$ cat src/rtl/serial_add_pkg.sv
// Shared types and defaults for the bit-serial adder controller.
package serial_add_pkg;

    typedef enum logic [1:0] {IDLE, RUN, DONE} sa_state_t;

    localparam int SA_DEFAULT_WIDTH = 8;

endpackage

$ cat src/rtl/serial_add_ctrl_fulladder.sv
// One-bit full adder built from two half-adder cells; this is the only
// adder logic in the serial adder datapath.
module halfadder (
    input  logic A,
    input  logic B,
    output logic S,
    output logic C
);
    assign S = A ^ B;
    assign C = A & B;
endmodule

module fulladder (
    input  logic A,
    input  logic B,
    input  logic Ci,
    output logic S,
    output logic Co
);
    logic s1;
    logic c1;
    logic c2;

    halfadder u_ha0 (.A(A),  .B(B),  .S(s1), .C(c1));
    halfadder u_ha1 (.A(s1), .B(Ci), .S(S),  .C(c2));

    assign Co = c1 | c2;
endmodule

$ cat src/rtl/serial_add_ctrl.sv
// Bit-serial adder controller: accepts operands over valid/ready, adds them
// LSB first through one shared full adder, returns sum/cout over valid/ready.
//
// state | meaning
// IDLE  | in_ready=1, waiting for operands
// RUN   | one operand bit per cycle through the full adder
// DONE  | out_valid=1, result held until out_ready
module serial_add_ctrl
    import serial_add_pkg::*;
#(
    parameter int WIDTH = SA_DEFAULT_WIDTH
) (
    input  logic             clk,
    input  logic             rst_n,
    input  logic             in_valid,
    output logic             in_ready,
    input  logic [WIDTH-1:0] a,
    input  logic [WIDTH-1:0] b,
    input  logic             cin,
    output logic             out_valid,
    input  logic             out_ready,
    output logic [WIDTH-1:0] sum,
    output logic             cout,
    output logic             busy
);
    localparam int CW = $clog2(WIDTH + 1);

    sa_state_t        state;
    sa_state_t        state_nxt;
    logic [WIDTH-1:0] a_sh;
    logic [WIDTH-1:0] b_sh;
    logic [WIDTH-1:0] sum_sh;
    logic [WIDTH-1:0] sum_sh_nxt;
    logic [WIDTH-1:0] sum_q;
    logic             cout_q;
    logic             carry;
    logic [CW-1:0]    cnt;
    logic             fa_s;
    logic             fa_co;
    logic             last_bit;

    fulladder u_fa (
        .A (a_sh[0]),
        .B (b_sh[0]),
        .Ci(carry),
        .S (fa_s),
        .Co(fa_co)
    );

    // New bit enters at the MSB so the LSB-first stream lands in order.
    generate
        if (WIDTH == 1) begin : g_w1
            assign sum_sh_nxt = fa_s;
        end else begin : g_wn
            assign sum_sh_nxt = {fa_s, sum_sh[WIDTH-1:1]};
        end
    endgenerate

    assign last_bit = (state == RUN) && (cnt == CW'(WIDTH - 1));

    always_comb begin
        state_nxt = state;
        in_ready  = 1'b0;
        out_valid = 1'b0;
        busy      = 1'b0;
        case (state)
            IDLE: begin
                in_ready = 1'b1;
                if (in_valid) state_nxt = RUN;
            end
            RUN: begin
                busy = 1'b1;
                if (last_bit) state_nxt = DONE;
            end
            DONE: begin
                busy      = 1'b1;
                out_valid = 1'b1;
                if (out_ready) state_nxt = IDLE;
            end
            default: state_nxt = IDLE;
        endcase
    end

    always_ff @(posedge clk or negedge rst_n) begin
        if (!rst_n) begin
            state  <= IDLE;
            a_sh   <= '0;
            b_sh   <= '0;
            sum_sh <= '0;
            sum_q  <= '0;
            cout_q <= 1'b0;
            carry  <= 1'b0;
            cnt    <= '0;
        end else begin
            state <= state_nxt;
            case (state)
                IDLE: begin
                    if (in_valid) begin
                        a_sh  <= a;
                        b_sh  <= b;
                        carry <= cin;
                        cnt   <= '0;
                    end
                end
                RUN: begin
                    a_sh   <= a_sh >> 1;
                    b_sh   <= b_sh >> 1;
                    sum_sh <= sum_sh_nxt;
                    carry  <= fa_co;
                    cnt    <= cnt + CW'(1);
                    // Output registers move only when the final bit completes.
                    if (last_bit) begin
                        sum_q  <= sum_sh_nxt;
                        cout_q <= fa_co;
                    end
                end
                default: ;
            endcase
        end
    end

    assign sum  = sum_q;
    assign cout = cout_q;

endmodule

$ cat config.mk
export PLATFORM = sky130hd
export DESIGN_NAME = serial_add_ctrl
export DESIGN_NICKNAME = d
export VERILOG_FILES = /design/src/rtl/serial_add_pkg.sv /design/src/rtl/serial_add_ctrl_fulladder.sv /design/src/rtl/serial_add_ctrl.sv
export SDC_FILE = /design/constraint.sdc
export NUM_CORES = 1
export LEC_CHECK = 0
export CAP_MARGIN = 20
export CORE_ASPECT_RATIO = 0.75
export CORE_UTILIZATION = 45
export CTS_CLUSTER_DIAMETER = 200
export DETAILED_ROUTE_END_ITERATION = 6
export GPL_TIMING_DRIVEN = 0
export PLACE_DENSITY = 0.71
export SLEW_MARGIN = 15
export SYNTH_ARGS = -nofsm -noshare
export SYNTH_HDL_FRONTEND = slang
export SYNTH_SLANG_ARGS = --single-unit
$ cat constraint.sdc
create_clock -name clk -period 1.9 [get_ports clk]
set_input_delay 0.38 -clock clk [delete_from_list [all_inputs] [get_ports clk]]
set_output_delay 0.38 -clock clk [all_outputs]
set_load 0.01 [all_outputs]
==> out/qor.txt, run 1 <==
Crit Path Class - reg -> reg
Crit path required time - 2.11 ns
Remaining DRCs - 0
# port buffers - 32
DPL Wire Length - 2.37 mm
Clk root buf - clkbuf_8
Most frequent cells in the layout - 39 x dfrtp_1, 28 x clkdlybuf4s50_1, 21 x nand2_1
Reg clk slew, reported paths - 0.08 ns
Wire length per cell - 13.3 um
FF+latch count, synth - 39
Power density of the placed cells - 1600 mW/mm^2
Worst-Margin Slew - 0.348 ns
Starting Density - 47.5%
Cell count of the worst reg-to-reg path - 8
Syn. warnings - 0
Initial antenna violation count - 0
Remaining antenna violation count - 0
Initial drt markers - 27
Synth area leader - dfrtp_1
F_max - 556 MHz
Vias per cell - 5.07
Worst R2R Start - state[0]
FP Rows - 19
Post-synth cell types - 22
GR Overflow Total - 0
Total wire length - 3.19 mm
Synth Area per Inst - 12.2 um^2
Max Slew Vio Count - 0
RSZ-0062 raised after global routing - no
Period utilisation layout - 94.6%
Max Clock Skew - 0.00810 ns
Synth area leaders - dfrtp_1 56%, mux2_2 11%, mux2i_1 9.1%
Status - completed
Hold WC Path Type - in -> async
Worst-skew pair later-pin latency - 0.29 ns
Placed cells - 229
Area delta synth->final - 31.0%
Crit-path cells - buf_4 > ha_1 > buf_2 > mux2i_1 > buf_2 > buf_4 > nand2_1 > o21ai_0
Die extent in x - 74.0 um
Final TNS setup - 0 ns
Core box area - 0.00368 mm^2
VDD IR-drop max - 0.822 mV
Total power - 3.67 mW
Worst Path Arrival - 2.00 ns
Worst-path maximum fanout - 10
Vias in the first global route - 1273
Num Clock Sinks - 39
Post-route minimum period - 1.80 ns
GPL Wtd Cong - 0.755
Setup WS pre-CTS - 0.117 ns
Startpoint types - register
FF/Latch Area - 976 um^2
Area of the multi-input gates - 723 um^2
Die height - 56.0 um
Via count - 1216
Cts bufs inserted - 5
Pre-Repair DR Iteration Count - 4
Leakage power - 1.08 nW
Hold Fails Final Rpt - 0
# diodes - 0
Syn nets - 170
Top cell type's share of synthesized area - 55.8%
Max-slew headroom - 76.8%
Maxcap violations - 0
GRT Util Overall - 18.4%
Setup violators final - 0
Largest net degree at the start of global routing - 31
Sequential area share after synthesis - 55.8%
Setup crit end kind - register
Die area - 0.00415 mm^2
CP max-delay cell - dfrtp_1
Commonest non-fill, non-tap cell in the layout - dfrtp_1
TritonCTS clock tree - yes
Fillers - 287
Share of cells above drive strength 1 - 19.7%
Crit path largest cell delay - 0.40 ns
H-tree lvl count - 2
R2r setup slk - 0.10 ns
Syn Std Cell Area - 0.00175 mm^2
# IOs - 33
Global-route wire length before repair - 5.73 mm
Final worst-path setup slack - 0.102 ns
Reg2reg end - a_sh[2]
Max Root-Sink Buffers - 2
Non-Filler Instances - 240
Syn Inst Count - 144
Post-layout nets - 213
## final cells by class
| class | count | area share (%) |
|---|---|---|
| Timing Repair Buffer | 36 | 15.7 |
| Clock inverter | 2 | 1.53 |
| Clock buffer | 6 | 3.60 |
| Buffer | 8 | 1.91 |
| Inverter | 2 | 0.327 |
| Multi-Input combinational cell | 95 | 31.5 |
| Sequential cell | 39 | 42.6 |
| Tap cell | 52 | 2.84 |
## logic make-up after synthesis
family	share of synthesized area, %
and+or+nand+nor	10.5
AOI/OAI and AO/OA	6.72
buffers and inverters	2.93
muxes	20.1
DFF	55.8
adders and majority gates	4.00
## worst max-delay path: cells and delay by family, from the launching register on
family / cells / cell delay [ns]
buffers and inverters: 4 / 0.76
DFF: 1 / 0.40
muxes: 1 / 0.25
adders and majority gates: 1 / 0.18
AOI/OAI and AO/OA: 1 / 0.07
and+or+nand+nor: 1 / 0.06
## stage by stage
| stage | hold WS, ns | utilization [%] | instance area, um^2 |
|---|---|---|---|
| 2_1_floorplan | 0.0844 | - | 1750 |
| 3_3_place_gp | 0.462 | 58.0 | 2140 |
| 3_5_place_dp | 0.261 | 58.4 | 2150 |
| 4_1_cts | 0.487 | 62.2 | 2290 |
| 5_1_grt | 0.498 | 62.2 | 2290 |
| 6_report | 0.479 | 62.2 | 2290 |
## state kept, by name, indices dropped and copies added (netlist names)
| name | flops |
|---|---|
| b_sh | 8 |
| state | 2 |
| cout | 1 |
| sum_sh | 7 |
| cnt | 4 |
| sum | 8 |
| carry | 1 |
| a_sh | 8 |
## where the power goes
part	switching, mW	internal [mW]
sequential	0.228	1.21
combinational	0.733	0.804
clock	0.276	0.425
## how the worst max path moves through the flow
stage               depth (start not counted)     start        end  slack [ns]
floorplan                                   7  state[0]     cnt[0]        0.41
global placement                            1     rst_n    b_sh[5]       -0.40
detailed placement                          6  in_valid    a_sh[2]        0.12
CTS                                         3  state[1]  out_valid        0.03
global route                                8  state[0]    a_sh[2]       0.006
finish                                      8  state[0]    a_sh[2]        0.10
## routing by layer
layer,GRT usage (%),wire length [um],up-vias
li1,-,-,585
met1,24.6,1500,601
met2,28.4,1520,25
met3,5.43,121,5
met4,6.59,46,0
met5,0,0,-
## timing repair
item,4_1_cts,5_1_grt
hold buffers,1,0
buffers inserted,2,0
endpoints found under the setup margin,2,1
endpoints found under the hold margin,9,0
resized for setup,2,1
## cell usage after synthesis
| library cell | instances |
|---|---|
| dfrtp_1 | 39 |
| nand2_1 | 21 |
| o21ai_0 | 18 |
| mux2_2 | 17 |
| mux2i_1 | 16 |
| buf_2 | 5 |
| ha_1 | 4 |
| nand3_1 | 4 |
| nand2b_1 | 3 |
| buf_4 | 2 |
| inv_1 | 2 |
| nand3b_1 | 2 |
| nor2b_1 | 2 |
| a211oi_1 | 1 |
| a32o_1 | 1 |
| clkbuf_1 | 1 |
| fa_1 | 1 |
| nand4b_1 | 1 |
| nand4b_2 | 1 |
| nor3_1 | 1 |
| o32a_1 | 1 |
| or4b_1 | 1 |
Power figures use the tool's default switching activity.
==> run 2, diff against run 1 <==
- GPL_ROUTABILITY_DRIVEN: default -> 1
==> results of run 2 <==
Final layout, timing and power as in run 1 (identical DEF).
==> run 3, diff against run 2 <==
--- a/config.mk
+++ b/config.mk
@@ -9,2 +9,3 @@
 export CORE_ASPECT_RATIO = 0.75
+export CORE_MARGIN = 2
 export CORE_UTILIZATION = 45
@@ -14,2 +15,3 @@
 export GPL_TIMING_DRIVEN = 0
+export MAX_ROUTING_LAYER = met4
 export PLACE_DENSITY = 0.71
--- a/constraint.sdc
+++ b/constraint.sdc
@@ -3,2 +3,2 @@
 set_output_delay 0.38 -clock clk [all_outputs]
-set_load 0.01 [all_outputs]
+set_load 0.02 [all_outputs]
==> run 3 against run 2 <==
  * Count of clock-buffer cells in the layout did not move
  * Clock power rose by 2%
  * Critical endpoint is now in_ready
  * Routed wire length rose by 3.5%
  * Die area rose by 6.4%
  * Fmax rose by 0.24%
  * Flip-flop and latch count did not move
  * Non-clock buffer count fell by 2
  * Cell count fell by 0.83%
  * Sequential share of layout area rose by 0.28 points
  * Design area fell by 0.65%
==> out/qor.txt, run 3 (same netlist as run 1, synthesis figures left out) <==
Status - completed
Vias in the first global route - 1238 (-2.7%)
Crit Path Class - reg -> out
Leakage power - 1.05 nW (-2.4%)
Commonest non-fill, non-tap cell in the layout - dfrtp_1
Share of cells above drive strength 1 - 19.4% (-0.33 points)
Vias per cell - 5.11 (+0.76%)
GRT Util Overall - 17.5% (-0.90 points)
Die extent in x - 76.0 um (+2.7%)
Post-layout nets - 211 (-0.94%)
Hold WC Path Type - in -> async
Post-route minimum period - 1.79 ns (-0.00430 ns)
Largest net degree at the start of global routing - 30 (-3.2%)
Worst-skew pair later-pin latency - 0.29 ns (about the same)
Via count - 1215 (-0.082%)
VDD IR-drop max - 0.913 mV (+11%)
Wire length per cell - 13.8 um (+4.4%)
Reg clk slew, reported paths - 0.08 ns (about the same)
Most frequent cells in the layout - 39 x dfrtp_1, 28 x clkdlybuf4s50_1, 21 x nand2_1
Max Root-Sink Buffers - 2 (unchanged)
Pre-Repair DR Iteration Count - 5 (+1)
TritonCTS clock tree - yes
Placed cells - 229 (unchanged)
H-tree lvl count - 2 (unchanged)
DPL Wire Length - 2.40 mm (+1.3%)
Remaining antenna violation count - 0 (unchanged)
RSZ-0062 raised after global routing - no
Worst Path Arrival - 1.41 ns (-0.59 ns)
Total wire length - 3.30 mm (+3.5%)
# IOs - 33 (unchanged)
# port buffers - 32 (unchanged)
Maxcap violations - 0 (unchanged)
Global-route wire length before repair - 5.84 mm (+1.9%)
Remaining DRCs - 0 (unchanged)
Initial drt markers - 54 (+100%)
Non-Filler Instances - 238 (-0.83%)
Worst-Margin Slew - 0.363 ns (+0.0144 ns)
Fillers - 300 (+4.5%)
Num Clock Sinks - 39 (unchanged)
# diodes - 0 (unchanged)
Crit path required time - 1.52 ns (-0.59 ns)
Worst-path maximum fanout - 5 (-5)
Hold Fails Final Rpt - 0 (unchanged)
Power density of the placed cells - 1640 mW/mm^2 (+2.6%)
FP Rows - 19 (unchanged)
GR Overflow Total - 0 (unchanged)
F_max - 557 MHz (+0.24%)
Cts bufs inserted - 5 (unchanged)
Period utilisation layout - 94.4% (-0.23 points)
Startpoint types - register
GPL Wtd Cong - 0.772 (+2.2%)
Die area - 0.00441 mm^2 (+6.4%)
Initial antenna violation count - 0 (unchanged)
Clk root buf - clkbuf_8
Max Clock Skew - 0.00329 ns (-0.00480 ns)
Core box area - 0.00368 mm^2 (unchanged)
Setup violators final - 0 (unchanged)
Die height - 58.0 um (+3.6%)
Number of setup buffers added after CTS - 0 (-2)
Max-slew headroom - 75.8% (-0.96 points)
Setup crit end kind - output pin
Hold_ws - 0.489 ns (+0.00998 ns)
Area delta synth->final - 30.2%
Max Slew Vio Count - 0 (unchanged)
Final TNS setup - 0 ns (unchanged)
Starting Density - 47.5% (unchanged)
==> run 3: cell count changes in the layout (fill, tap and decap cells not counted) <==
cell | before | now
dlymetal6s2s_1 | 1 | 0
buf_4 | 4 | 2
mux2i_1 | 16 | 15
mux2i_2 | 0 | 1
dlygate4sd2_1 | 2 | 3
==> run 3: final timing paths <==
check                      slack (ns)  startpoint  cells past startpoint        to
setup / recovery                 0.11    state[1]                      3  in_ready
setup reg to reg                 0.19    state[1]                      7    cnt[2]
min in group clk                 0.49     b_sh[2]                      2   b_sh[2]
max in group asynchronous        0.97       rst_n                      3   a_sh[7]
hold reg to reg                  0.49     b_sh[2]                      2   b_sh[2]
hold / removal                   0.49       rst_n                      2   a_sh[4]
==> run 3: through the flow <==
step | power [mW] | cell area (um^2) | setup slack [ns] | util, %
floorplan | 2.55 | 1750 | 0.326 | -
global placement | 2.99 | 2140 | -0.404 | 58.0
detailed placement | 3.07 | 2150 | 0.143 | 58.4
CTS | 3.77 | 2270 | 0.115 | 61.7
global route | 4.03 | 2280 | 0.0184 | 61.8
finish | 3.75 | 2280 | 0.106 | 61.8
==> run 3: worst max-delay path, cell delays in order, from the launching register on <==
cell and delay [ns]:
dfrtp_1 0.40, inv_1 0.10, ha_1 0.26, dlygate4sd2_1 0.36
==> run 3: where the power goes <==
| part | internal [mW] | switching, mW | leakage, nW |
|---|---|---|---|
| combinational | 0.790 | 0.801 | 0.496 |
| sequential | 1.21 | 0.230 | 0.493 |
| clock | 0.425 | 0.293 | 0.0612 |
| total | 2.42 | 1.32 | 1.05 |
==> run 3: final cells by class <==
| cell class | instances | area (um^2) | share of cell area (%) |
|---|---|---|---|
| sequential | 39 | 976 | 42.8 |
| clock inverter | 2 | 35.0 | 1.54 |
| timing repair buffer | 34 | 342 | 15.0 |
| buffer | 8 | 43.8 | 1.92 |
| multi-input combinational | 95 | 727 | 31.9 |
| inverter | 2 | 7.51 | 0.329 |
| clock buffer | 6 | 82.6 | 3.62 |
| tap | 52 | 65.1 | 2.86 |
==> run 3: what timing repair did <==
item,CTS,global route
hold buffers,1,0
gates cloned,0,0
endpoints found under the hold margin,10,0
endpoints found under the setup margin,3,1
resized for setup,3,1
==> run 3: per-layer routing <==
metal	up-vias	wire length, um	global-route usage, %
met3	6	152	6.07
met5	-	0	-
met1	600	1600	21.1
met2	23	1500	28.4
met4	0	44	5.45
li1	586	-	-
